===== config.mk =====
export PLATFORM = sky130hd
export DESIGN_NAME = multi_cycle_control
export DESIGN_NICKNAME = d
export VERILOG_FILES = /design/src/rtl/mc_ctrl_pkg.sv /design/src/rtl/mc_mem_wait_timer.sv /design/src/rtl/multi_cycle_control.sv
export SDC_FILE = /design/constraint.sdc
export NUM_CORES = 1
export LEC_CHECK = 0
export BUFFER_PORTS_ARGS = -buffer_cell sky130_fd_sc_hd__buf_2
export CAP_MARGIN = 20
export CORE_ASPECT_RATIO = 1.5
export CORE_MARGIN = 2
export CORE_UTILIZATION = 45
export DETAILED_ROUTE_END_ITERATION = 7
export GPL_ROUTABILITY_DRIVEN = 0
export GPL_TIMING_DRIVEN = 0
export PLACE_DENSITY = 0.75
export SYNTH_ARGS = -nofsm -noshare
export SYNTH_HDL_FRONTEND = slang
export SYNTH_HIERARCHICAL = 1
export SYNTH_SLANG_ARGS = --single-unit

===== constraint.sdc =====
create_clock -name clk -period 3.2 [get_ports clk]
set_clock_uncertainty 0.2 [all_clocks]
set_input_delay 0.32 -clock clk [delete_from_list [all_inputs] [get_ports clk]]
set_output_delay 0.32 -clock clk [all_outputs]
set_load 0.005 [all_outputs]

===== src/rtl/mc_ctrl_pkg.sv =====
// Shared types and encodings for the multi-cycle control FSM: state enum,
// opcode constants, ALUOp codes and datapath mux selects.
package mc_ctrl_pkg;

   typedef enum logic [3:0] {
      S_FETCH,
      S_DECODE,
      S_EXEC_R,
      S_EXEC_I,
      S_ALU_WB,
      S_MEM_ADDR,
      S_MEM_RD,
      S_MEM_WB,
      S_MEM_WR,
      S_BRANCH
   } state_t;

   localparam logic [6:0] OP_RTYPE  = 7'b0110011;
   localparam logic [6:0] OP_ITYPE  = 7'b0010011;
   localparam logic [6:0] OP_LOAD   = 7'b0000011;
   localparam logic [6:0] OP_STORE  = 7'b0100011;
   localparam logic [6:0] OP_BRANCH = 7'b1100011;

   localparam logic [2:0] F3_BEQ = 3'b000;
   localparam logic [2:0] F3_BGE = 3'b101;

   localparam logic [1:0] ALUOP_BR    = 2'b00;
   localparam logic [1:0] ALUOP_ADDR  = 2'b01;
   localparam logic [1:0] ALUOP_RTYPE = 2'b10;

   localparam logic [1:0] SRCA_PC    = 2'b00;
   localparam logic [1:0] SRCA_OLDPC = 2'b01;
   localparam logic [1:0] SRCA_RS1   = 2'b10;

   localparam logic [1:0] SRCB_RS2  = 2'b00;
   localparam logic [1:0] SRCB_FOUR = 2'b01;
   localparam logic [1:0] SRCB_IMM  = 2'b10;

endpackage


===== src/rtl/mc_mem_wait_timer.sv =====
// Counts memory wait cycles while a request is outstanding and flags a
// timeout on the last allowed cycle unless mem_ready arrives in that cycle.
module mc_mem_wait_timer #(
   parameter int MEM_TIMEOUT = 16
) (
   input  logic clk,
   input  logic reset,
   input  logic active,
   input  logic mem_ready,
   output logic timeout
);

   localparam int CW = $clog2(MEM_TIMEOUT);
   localparam logic [CW-1:0] LAST = CW'(MEM_TIMEOUT - 1);

   logic [CW-1:0] cnt_q, cnt_d;

   // Any cycle that is not a stalled wait ends or leaves the access, so the
   // count returns to zero and is clean on entry to the next wait state.
   always_comb begin
      timeout = active & ~mem_ready & (cnt_q == LAST);
      cnt_d   = '0;
      if (active && !mem_ready && !timeout) begin
         cnt_d = cnt_q + CW'(1);
      end
   end

   always_ff @(posedge clk or posedge reset) begin
      if (reset) begin
         cnt_q <= '0;
      end else begin
         cnt_q <= cnt_d;
      end
   end

endmodule


===== src/rtl/multi_cycle_control.sv =====
// Main control FSM of the multi-cycle core: sequences fetch/decode/execute/
// memory/writeback, handles memory waits and timeouts, counts retired instructions.
module multi_cycle_control
   import mc_ctrl_pkg::*;
#(
   parameter int MEM_TIMEOUT = 16,
   parameter int CNT_W       = 32
) (
   input  logic             clk,
   input  logic             reset,
   input  logic [6:0]       opcode,
   input  logic [2:0]       funct3,
   input  logic             funct7b5,
   input  logic             zero,
   input  logic             lt,
   input  logic             mem_ready,
   output logic [1:0]       ALUOp,
   output logic [3:0]       Funct,
   output logic [1:0]       alu_src_a,
   output logic [1:0]       alu_src_b,
   output logic             mem_read,
   output logic             mem_write,
   output logic             iord,
   output logic             ir_write,
   output logic             pc_write,
   output logic             pc_src,
   output logic             reg_write,
   output logic             mem_to_reg,
   output logic             bus_error,
   output logic             illegal,
   output logic [CNT_W-1:0] retired
);

   state_t           state_q, state_d;
   logic [CNT_W-1:0] retired_q, retired_d;
   logic             wait_active;
   logic             timeout;
   logic             retire;

   assign wait_active = (state_q == S_FETCH) || (state_q == S_MEM_RD) || (state_q == S_MEM_WR);

   mc_mem_wait_timer #(
      .MEM_TIMEOUT(MEM_TIMEOUT)
   ) u_wait_timer (
      .clk      (clk),
      .reset    (reset),
      .active   (wait_active),
      .mem_ready(mem_ready),
      .timeout  (timeout)
   );

   always_ff @(posedge clk or posedge reset) begin
      if (reset) begin
         state_q   <= S_FETCH;
         retired_q <= '0;
      end else begin
         state_q   <= state_d;
         retired_q <= retired_d;
      end
   end

   always_comb begin
      state_d    = state_q;
      retire     = 1'b0;
      ALUOp      = ALUOP_BR;
      Funct      = {funct7b5 & (opcode == OP_RTYPE), funct3};
      alu_src_a  = SRCA_PC;
      alu_src_b  = SRCB_RS2;
      mem_read   = 1'b0;
      mem_write  = 1'b0;
      iord       = 1'b0;
      ir_write   = 1'b0;
      pc_write   = 1'b0;
      pc_src     = 1'b0;
      reg_write  = 1'b0;
      mem_to_reg = 1'b0;
      bus_error  = timeout;
      illegal    = 1'b0;

      case (state_q)
         S_FETCH: begin
            mem_read  = 1'b1;
            alu_src_a = SRCA_PC;
            alu_src_b = SRCB_FOUR;
            ALUOp     = ALUOP_ADDR;
            if (mem_ready) begin
               ir_write = 1'b1;
               pc_write = 1'b1;
               state_d  = S_DECODE;
            end
         end
         S_DECODE: begin
            alu_src_a = SRCA_OLDPC;
            alu_src_b = SRCB_IMM;
            ALUOp     = ALUOP_ADDR;
            case (opcode)
               OP_RTYPE:           state_d = S_EXEC_R;
               OP_ITYPE:           state_d = S_EXEC_I;
               OP_LOAD, OP_STORE:  state_d = S_MEM_ADDR;
               OP_BRANCH:          state_d = S_BRANCH;
               default: begin
                  illegal = 1'b1;
                  state_d = S_FETCH;
               end
            endcase
         end
         S_EXEC_R: begin
            alu_src_a = SRCA_RS1;
            alu_src_b = SRCB_RS2;
            ALUOp     = ALUOP_RTYPE;
            state_d   = S_ALU_WB;
         end
         S_EXEC_I: begin
            alu_src_a = SRCA_RS1;
            alu_src_b = SRCB_IMM;
            ALUOp     = ALUOP_RTYPE;
            Funct[3]  = 1'b0;
            state_d   = S_ALU_WB;
         end
         S_ALU_WB: begin
            reg_write = 1'b1;
            retire    = 1'b1;
            state_d   = S_FETCH;
         end
         S_MEM_ADDR: begin
            alu_src_a = SRCA_RS1;
            alu_src_b = SRCB_IMM;
            ALUOp     = ALUOP_ADDR;
            state_d   = (opcode == OP_LOAD) ? S_MEM_RD : S_MEM_WR;
         end
         S_MEM_RD: begin
            mem_read = 1'b1;
            iord     = 1'b1;
            if (mem_ready) begin
               state_d = S_MEM_WB;
            end else if (timeout) begin
               state_d = S_FETCH;
            end
         end
         S_MEM_WB: begin
            reg_write  = 1'b1;
            mem_to_reg = 1'b1;
            retire     = 1'b1;
            state_d    = S_FETCH;
         end
         S_MEM_WR: begin
            mem_write = 1'b1;
            iord      = 1'b1;
            if (mem_ready) begin
               retire  = 1'b1;
               state_d = S_FETCH;
            end else if (timeout) begin
               state_d = S_FETCH;
            end
         end
         S_BRANCH: begin
            alu_src_a = SRCA_RS1;
            alu_src_b = SRCB_RS2;
            ALUOp     = ALUOP_BR;
            pc_src    = 1'b1;
            state_d   = S_FETCH;
            if (funct3 == F3_BEQ) begin
               pc_write = zero;
               retire   = 1'b1;
            end else if (funct3 == F3_BGE) begin
               pc_write = ~lt;
               retire   = 1'b1;
            end else begin
               illegal = 1'b1;
            end
         end
         default: state_d = S_FETCH;
      endcase

      // Enables must fall the moment reset rises, not at the next edge.
      if (reset) begin
         ALUOp      = '0;
         Funct      = '0;
         alu_src_a  = '0;
         alu_src_b  = '0;
         mem_read   = 1'b0;
         mem_write  = 1'b0;
         iord       = 1'b0;
         ir_write   = 1'b0;
         pc_write   = 1'b0;
         pc_src     = 1'b0;
         reg_write  = 1'b0;
         mem_to_reg = 1'b0;
         bus_error  = 1'b0;
         illegal    = 1'b0;
      end
   end

   assign retired_d = retire ? retired_q + CNT_W'(1) : retired_q;
   assign retired   = retired_q;

endmodule


Word-level counts from Yosys, hierarchy flattened. Cells that the tools add are included.

Bits in registers: 40. Bits of input ports: 16. Output and inout bits: 52.

$add $sub $neg: 2. Equality and inequality tests: 17. Mux-type cells: 44. Bitwise operators: 5. Reduce and logical (&&, ||, !) cells: 17.

Operators by type and width (number): $add 32x1->32 const B (1); $mux 4 (7); $mux 1 (26); $pmux 4 s6 (1); $eq 4x3->1 const B (4); $pmux 4 s4 (1); $eq 7x6->1 const B (2); $eq 4x4->1 const B (3); $pmux 2 s2 (3); $reduce_or 2->1 (5); $eq 4x2->1 const B (2); $eq 7x2->1 const B (1); $eq 7x5->1 const B (1); $eq 7x7->1 const B (1); $mux 2 (3); $reduce_or 3->1 (2); $reduce_or 5->1 (1); $add 4x1->4 const B (1); $eq 4x1->1 const B (1); $logic_not 4->1 (1); $pmux 1 s2 (2); $reduce_or 4->1 (1); $and 1x1->1 (3); $eq 3x3->1 const B (1); other kinds (7) (11).

Depth between registers and ports, before layout. Gate-level depths: netlist (run 1).

Word-level depth: 8. Depth in mapped cells: 9. Mapped depth without buffers: 9.

Hierarchy. Netlist (run 1), hierarchy kept.

Modules (own cells, without submodules): multi_cycle_control (instances 1, cells each 224, area each 2143.3 µm², seq. area each 900.9 µm²); mc_mem_wait_timer (instances 1, cells each 18, area each 201.4 µm², seq. area each 100.1 µm²).

Least setup slack after synthesis (run 1). No wires, ideal clock.

Path kind: input-to-output. Start point: in reset. End point: out pc_write. Arrival: 1.843 ns. Slack: 0.837 ns. Stages: 5. Path buffers: 0. Cell sequence: inv_1 -> nand2_1 -> nor3_1 -> nand2_1 -> o31ai_1.

Cells in the longest elaborated chain, start to end: 1.

RTL lines: start, declared (RTL line multi_cycle_control.sv:10) `input logic reset,`; $mux 1 (RTL line multi_cycle_control.sv:176) `if (reset) begin`; end, declared (RTL line multi_cycle_control.sv:25) `output logic pc_write,`.

Every way passes these cells.

Worst setup path in the final report (run 1). Same ends and word-level chain as after synthesis.

==> metrics.txt, run 1 <==
outcome=finished clean; RSZ-0062 raised after global routing=false; initial antenna violation count=0; latest clock arrival within the worst-skew pair=0.29 ns; Routed Antenna Nets=0; Commonest cells post-synth=dfrtp_1, nand2_1, nor2_1, xor2_1, xnor2_1; GRT overflow=0; Post-Route Utilization=0.567; pin count of the biggest net entering global routing=41; relative slew slack=0.549; Synth Cell Area=2340 um^2; Tcrit/Tclk final=0.879; Synth top area share=0.427; Leak=1.52 nW; Sw Share=0.238; deepest clock path buffer count=2; Num CTS Buffers=5; placed cell count=377; Achievable Freq=355 MHz; CTS tree=done; layout cells sized above 1=0.324; Cell Int Power=0.811 mW; routing usage on met2=0.353; Hold/Removal Path Class=input pin to flip-flop; Layout Cells excl Fill=386; Total GRT Usage=0.190; Synth async-reset ratio=1.00; Peak VDD IR=0.197 mV; Die Area=5820 um^2; R2R cell count=7; drt first pass iters=4; final-stage net count=335; Pins Over Slew Limit=0; Yosys warning count=6; Comb pwr share=0.115; Port-buffer cells=67; Setup crit end kind=primary output; Final TNS setup=0 ns; Worst Tran Pin Value=0.675 ns; post-synthesis register bit count=40; Starting Density=0.461; synth top area cells=dfrtp_1, xor2_1, xnor2_1; I/O Pins=68; WS Path Type=input pin to primary output; sequential-to-total area share from yosys stat=0.427; vias per cell=5.31; clk slew on worst S/H paths=0.07 ns; simple-gate portion of the synthesized area=0.337; largest family of logic cells by synthesized area=simple AND/OR/NAND/NOR gates; Yosys top cell by area=dfrtp_1; Arr. time, crit path=2.29 ns; Sink Count=40; drt wl/cell=13.6 um; compound-cell area share of the yosys netlist=0.0507; met3 Track Usage GR=0.0352; Vias=2,049; mux cell area share after synthesis=0.00480; Multi-input gate area=1260 um^2; FILL cells=491; Power Dens Cells=369 nW/um^2; Final Hold Vio Count=0; root buffer cell=clkbuf_8; # setup viols final=0; vias in the first global route=2,005; maximum fanout along the worst path=40; area delta synth->final=23.0%; H-tree depth=2; GRT busiest layer=met2; prevailing post-synth register cell=dfrtp_1; drt total wl=5250 um; Seq pwr share=0.509; Post-Synth Adder-Cell Area=0.0107; XOR/XNOR Fraction of Synth Area=0.134; Distinct cells, synth=43; Die Width=62.9 um; post-CTS setup buffers=0; number of max-cap violations=0; startpoint types=input pin; net load switching power=0.253 mW; most numerous cell in the Yosys netlist=dfrtp_1; die height=92.4 um; fin crit period=2.81 ns; hold slack final=0.136 ns; Rows=32; Clock power frac=0.377; Reg area=1000 um^2; DP Wirelength=3940 um; Avg Cell Area, Syn=9.69 um^2; Post-Synthesis Cells=242; area of the core=5080 um^2; first-pass GRT wire length=8830 um; number of synthesized flops with an enable pin=0; syn_nets=260; M1 GR Usage=0.201; Tot Pwr=1.06 mW; Min-Delay Path Depth=3; # DRC=0; drt initial violations=128; Critical Path RT=2.68 ns; R2R setup slack=0.84 ns; ANT cells=0
## final cells by class
type,instances,area share
Tap cell,68,0.0295
Inverter,10,0.0134
Timing Repair Buffer,68,0.120
Clock buffer,6,0.0252
Buffer,8,0.0165
Multi-Input combinational cell,184,0.436
Clock inverter,2,0.0121
Sequential cell,40,0.347
## worst max-delay path, stage by stage
cell	delay (ns)
dlygate4sd3_1	0.51
buf_2	0.13
clkinv_2	0.52
nand2_1	0.41
nor3_1	0.10
nand2_1	0.10
o31ai_1	0.07
buf_2	0.13
## final timing paths
path                                               from                              end
max in group asynchronous                         reset           retired[2]$_DFFE_PP0P_
worst max-delay path                              reset                         pc_write
worst max register to register   state_q[1]$_DFFE_PP0P_          retired[13]$_DFFE_PP0P_
worst min register to register  retired[31]$_DFFE_PP0P_          retired[31]$_DFFE_PP0P_
worst min-delay path                          opcode[4]           state_q[1]$_DFFE_PP0P_
min in group asynchronous                         reset  u_wait_timer/cnt_q[3]$_DFF_PP0_
## cell families (layout without fill, tap and decap cells)
group	count (synthesis)	count (layout)
XOR/XNOR	35	35
AND/OR/NAND/NOR	127	127
AO/OA/AOI/OAI	19	19
buffers and inverters	18	94
flip-flops	40	40
multiplexers	1	1
adder cells (fa/ha/maj)	2	2
## state kept, by name, summed over array words and instances, names as in the netlist
name and cells:
retired 32, state_q 4, u_wait_timer/cnt_q 4
## power groups by stage
stage,registers (mW),logic (mW),clock network [mW]
finish,0.541,0.122,0.401
global route,0.544,0.138,0.437
CTS,0.541,0.124,0.416
detailed placement,0.552,0.122,0
global placement,0.551,0.121,0
floorplan,0.551,0.0699,0
## metal layers
metal | vias up | part of all wire
met2 | 84 | 0.54
met1 | 960 | 0.38
met4 | 0 | 0.026
li1 | 992 | -
met3 | 13 | 0.053
met5 | - | 0
## placed cells by master (no fill, tap or decap), types with 3 or more instances in the layout
cell / n
clkbuf_8: 5
nand2_1: 23
xor2_1: 21
buf_2: 69
nor4_2: 7
a21oi_1: 6
xnor2_1: 13
dfrtp_1: 40
nor3_1: 12
clkbuf_1: 5
inv_1: 9
nor2b_1: 7
and2_1: 4
nor4_1: 3
nand3_1: 12
nand4_1: 9
o21ai_0: 3
nor2_1: 23
and3_1: 8
## stage by stage
step	setup slack [ns]	area, um^2
2_1_floorplan	0.837	2340
3_3_place_gp	0.138	2770
3_5_place_dp	0.728	2770
4_1_cts	0.170	2880
5_1_grt	0.0868	2880
6_report	0.387	2880
## what timing repair did
action | 4_1_cts | 5_1_grt
resized for setup | 0 | 1
setup endpoints to repair | 0 | 2
endpoints found under the hold margin | 4 | 0
hold buffers | 1 | 0
Note: power is estimated with default switching activity, not from simulation.
==> inputs of run 2 (changes only) <==
--- a/config.mk
+++ b/config.mk
@@ -5,15 +5,15 @@
 export SDC_FILE = /design/constraint.sdc
 export NUM_CORES = 1
 export LEC_CHECK = 0
+export ABC_AREA = 1
 export BUFFER_PORTS_ARGS = -buffer_cell sky130_fd_sc_hd__buf_2
 export CAP_MARGIN = 20
 export CORE_ASPECT_RATIO = 1.5
 export CORE_MARGIN = 2
 export CORE_UTILIZATION = 45
 export DETAILED_ROUTE_END_ITERATION = 7
-export GPL_ROUTABILITY_DRIVEN = 0
 export GPL_TIMING_DRIVEN = 0
-export PLACE_DENSITY = 0.75
+export PLACE_DENSITY = 0.73
 export SYNTH_ARGS = -nofsm -noshare
 export SYNTH_HDL_FRONTEND = slang
 export SYNTH_HIERARCHICAL = 1
==> metrics.txt, run 2 <==
Yosys warning count=6 (unchanged); die height=102 um (was 92.4 um); # DRC=0 (unchanged); # setup viols final=0 (unchanged); Tcrit/Tclk final=0.904 (was 0.879); clk slew on worst S/H paths=0.07 ns (about the same); WS Path Type=input pin to primary output (unchanged); Final Worst Setup Slack=0.306 ns (was 0.387 ns); worst path buffer plus inverter count=6 (was 4); Starting Density=0.465 (was 0.461); area of the core=6130 um^2 (was 5080 um^2); CTS tree=done (unchanged); R2R setup slack=0.90 ns (was 0.84 ns); Synth Cell Area=2850 um^2 (was 2340 um^2); vias per cell=5.02 (was 5.31); Cell Chain, Critical Path=dlygate4sd3_1 -> buf_2 -> clkbuf_1 -> inv_2 -> nand2_1 -> inv_1 -> nand2_1 -> o21ai_1 -> buf_2 (was dlygate4sd3_1 -> buf_2 -> clkinv_2 -> nand2_1 -> nor3_1 -> nand2_1 -> o31ai_1 -> buf_2); hold path start=opcode[4] (unchanged); Pins Over Slew Limit=0 (unchanged); relative slew slack=0.478 (was 0.549); Vias=2,931 (was 2,049); reg-to-reg startpoint=state_q[3]$_DFFE_PP0P_ (was state_q[1]$_DFFE_PP0P_); layout cells sized above 1=0.196 (was 0.324); FILL cells=638 (was 491); fin crit period=2.89 ns (was 2.81 ns); Setup crit end kind=primary output (unchanged); CTS-repair resized insts=0 (unchanged); drt total wl=7400 um (was 5250 um); DP Wirelength=5950 um (was 3940 um); Total GRT Usage=0.219 (was 0.190); syn_nets=452 (was 260); Yosys top cell by area=dfrtp_1 (unchanged); CP max-delay cell=inv_2 (was clkinv_2); ANT cells=0 (unchanged); Peak VDD IR=0.180 mV (was 0.197 mV); Port-buffer cells=67 (unchanged); Worst Tran Pin Value=0.783 ns (was 0.675 ns); commonest non-fill, non-tap cell in the layout=nand2_1 (was buf_2); max FFs per register=32 (unchanged); Layout Cells excl Fill=584 (was 386); initial antenna violation count=0 (unchanged); number of max-cap violations=0 (unchanged); Avg Cell Area, Syn=6.57 um^2 (was 9.69 um^2); vias in the first global route=2,865 (was 2,005); sequential-to-total area share from yosys stat=0.351 (was 0.427); Synth top area share=0.351 (was 0.427); drt wl/cell=12.7 um (was 13.6 um); Reg area=1000 um^2 (unchanged); Arr. time, crit path=2.37 ns (was 2.29 ns); GRT overflow=0 (unchanged); setup slack at placement=0.794 ns (was 0.728 ns); Critical Path RT=2.68 ns (about the same); startpoint types=input pin (unchanged); Die Area=7010 um^2 (was 5820 um^2); maximum fanout along the worst path=38 (was 40); H-tree depth=2 (unchanged); area delta synth->final=18.5% (was 23.0%); drt first pass iters=4 (unchanged); Leak=1.92 nW (was 1.52 nW); post-CTS setup buffers=0 (unchanged); Synth async-reset ratio=1.00 (unchanged); RD Place Congestion=0.986; placed cell count=575 (was 377); RSZ-0062 raised after global routing=false (unchanged); Distinct cells, synth=28 (was 43); Power Dens Cells=422 nW/um^2 (was 369 nW/um^2); Num CTS Buffers=5 (unchanged); number of synthesized flops with an enable pin=0 (unchanged); crit-path max cell delay=0.62 ns (was 0.52 ns); Sink Count=40 (unchanged); Achievable Freq=346 MHz (was 355 MHz); drt initial violations=179 (was 128); Die Width=69.0 um (was 62.9 um); root buffer cell=clkbuf_8 (unchanged); Final TNS setup=0 ns (unchanged); synth top area cells=dfrtp_1, nand2_1, nor2_1 (was dfrtp_1, xor2_1, xnor2_1); post-synthesis register bit count=40 (unchanged); latest clock arrival within the worst-skew pair=0.30 ns (was 0.29 ns); Final Hold Vio Count=0 (unchanged); prevailing post-synth register cell=dfrtp_1 (unchanged); pin count of the biggest net entering global routing=39 (was 41); I/O Pins=68 (unchanged); Post-Synthesis Cells=434 (was 242); Tot Pwr=1.43 mW (was 1.06 mW); deepest clock path buffer count=2 (unchanged); highest-count cells in the layout ignoring fill and taps=nand2_1, nor2_1, buf_2, inv_1, dfrtp_1 (was buf_2, dfrtp_1, nand2_1, nor2_1, xor2_1); Commonest cells post-synth=nand2_1, nor2_1, inv_1, dfrtp_1, nand3_1 (was dfrtp_1, nand2_1, nor2_1, xor2_1, xnor2_1); Rows=35 (was 32); most numerous cell in the Yosys netlist=nand2_1 (was dfrtp_1); first-pass GRT wire length=12,300 um (was 8830 um); Routed Antenna Nets=0 (unchanged); Hold/Removal Path Class=input pin to flip-flop (unchanged); CP delay by family, top=buffers and inverters (unchanged); final-stage net count=527 (was 335); Multi-input gate area=1570 um^2 (was 1260 um^2); outcome=finished clean (unchanged); Critical Path Start=reset (unchanged)
run 2: changes by cell type after synthesis, sizes merged, moves of 4 or more:
cell and change:
nand2 +138, nor2 +56, inv +50, nand3 +20, xnor2 -13, nor4 -11, nor3 -9, and3 -8
nor2b -7, xor2 -7, and2 -4, nand2b -4, o21ai +4
run 2: where the power goes:
part	internal [mW]	switching, mW
logic	0.165	0.286
registers	0.556	0.0700
clock network	0.176	0.175
run 2: metal layers:
metal,up-vias,GRT usage,share of wire
met4,0,0.119,0.036
li1,1475,-,-
met2,95,0.439,0.55
met3,19,0.0368,0.052
met1,1342,0.209,0.36
met5,-,0,0
run 2: what timing repair did:
action                                  CTS  global route
endpoints found under the setup margin    0             0
endpoints found under the hold margin     4             0
hold buffers                              1             0
run 2: final cells by class:
| cell class | count | share of cell area |
|---|---|---|
| multi-input cells | 327 | 0.465 |
| well taps | 74 | 0.0274 |
| plain buffers | 7 | 0.0163 |
| inverters | 60 | 0.0666 |
| clock buffers | 8 | 0.0266 |
| repair buffers | 68 | 0.102 |
| flip-flops and latches | 40 | 0.296 |
run 2: worst min-delay path: stages:
cell and delay (ns):
buf_2 0.11, nand3_1 0.07, nand3_1 0.08
run 2: per-stage QoR:
step	utilization	area [um^2]	hold slack, ns
floorplan	-	2850	-0.114
global placement	0.535	3280	0.0158
detailed placement	0.535	3280	0.0197
CTS	0.551	3380	0.115
global route	0.551	3380	0.146
finish	0.551	3380	0.118
run 2: path summary, 6_finish.rpt:
path                                                         to  depth (start not counted)
worst min-delay path                     state_q[1]$_DFFE_PP0P_                          3
worst min register to register  u_wait_timer/cnt_q[0]$_DFF_PP0_                          1
max in group asynchronous                retired[9]$_DFFE_PP0P_                          4
worst max-delay path                                   pc_write                          9
min in group asynchronous       u_wait_timer/cnt_q[2]$_DFF_PP0_                          3
worst max register to register           state_q[2]$_DFFE_PP0P_                         12
run 2: cells by family (layout without fill, tap and decap cells):
| group | count (synthesis) | count (layout) | share of synthesized area |
|---|---|---|---|
| AND/OR/NAND/NOR | 295 | 295 | 0.447 |
| buffers and inverters | 67 | 143 | 0.0982 |
| flip-flops | 40 | 40 | 0.351 |
| AO/OA/AOI/OAI | 15 | 15 | 0.0307 |
| XOR/XNOR | 15 | 15 | 0.0645 |
| adder cells (fa/ha/maj) | 2 | 2 | 0.00877 |
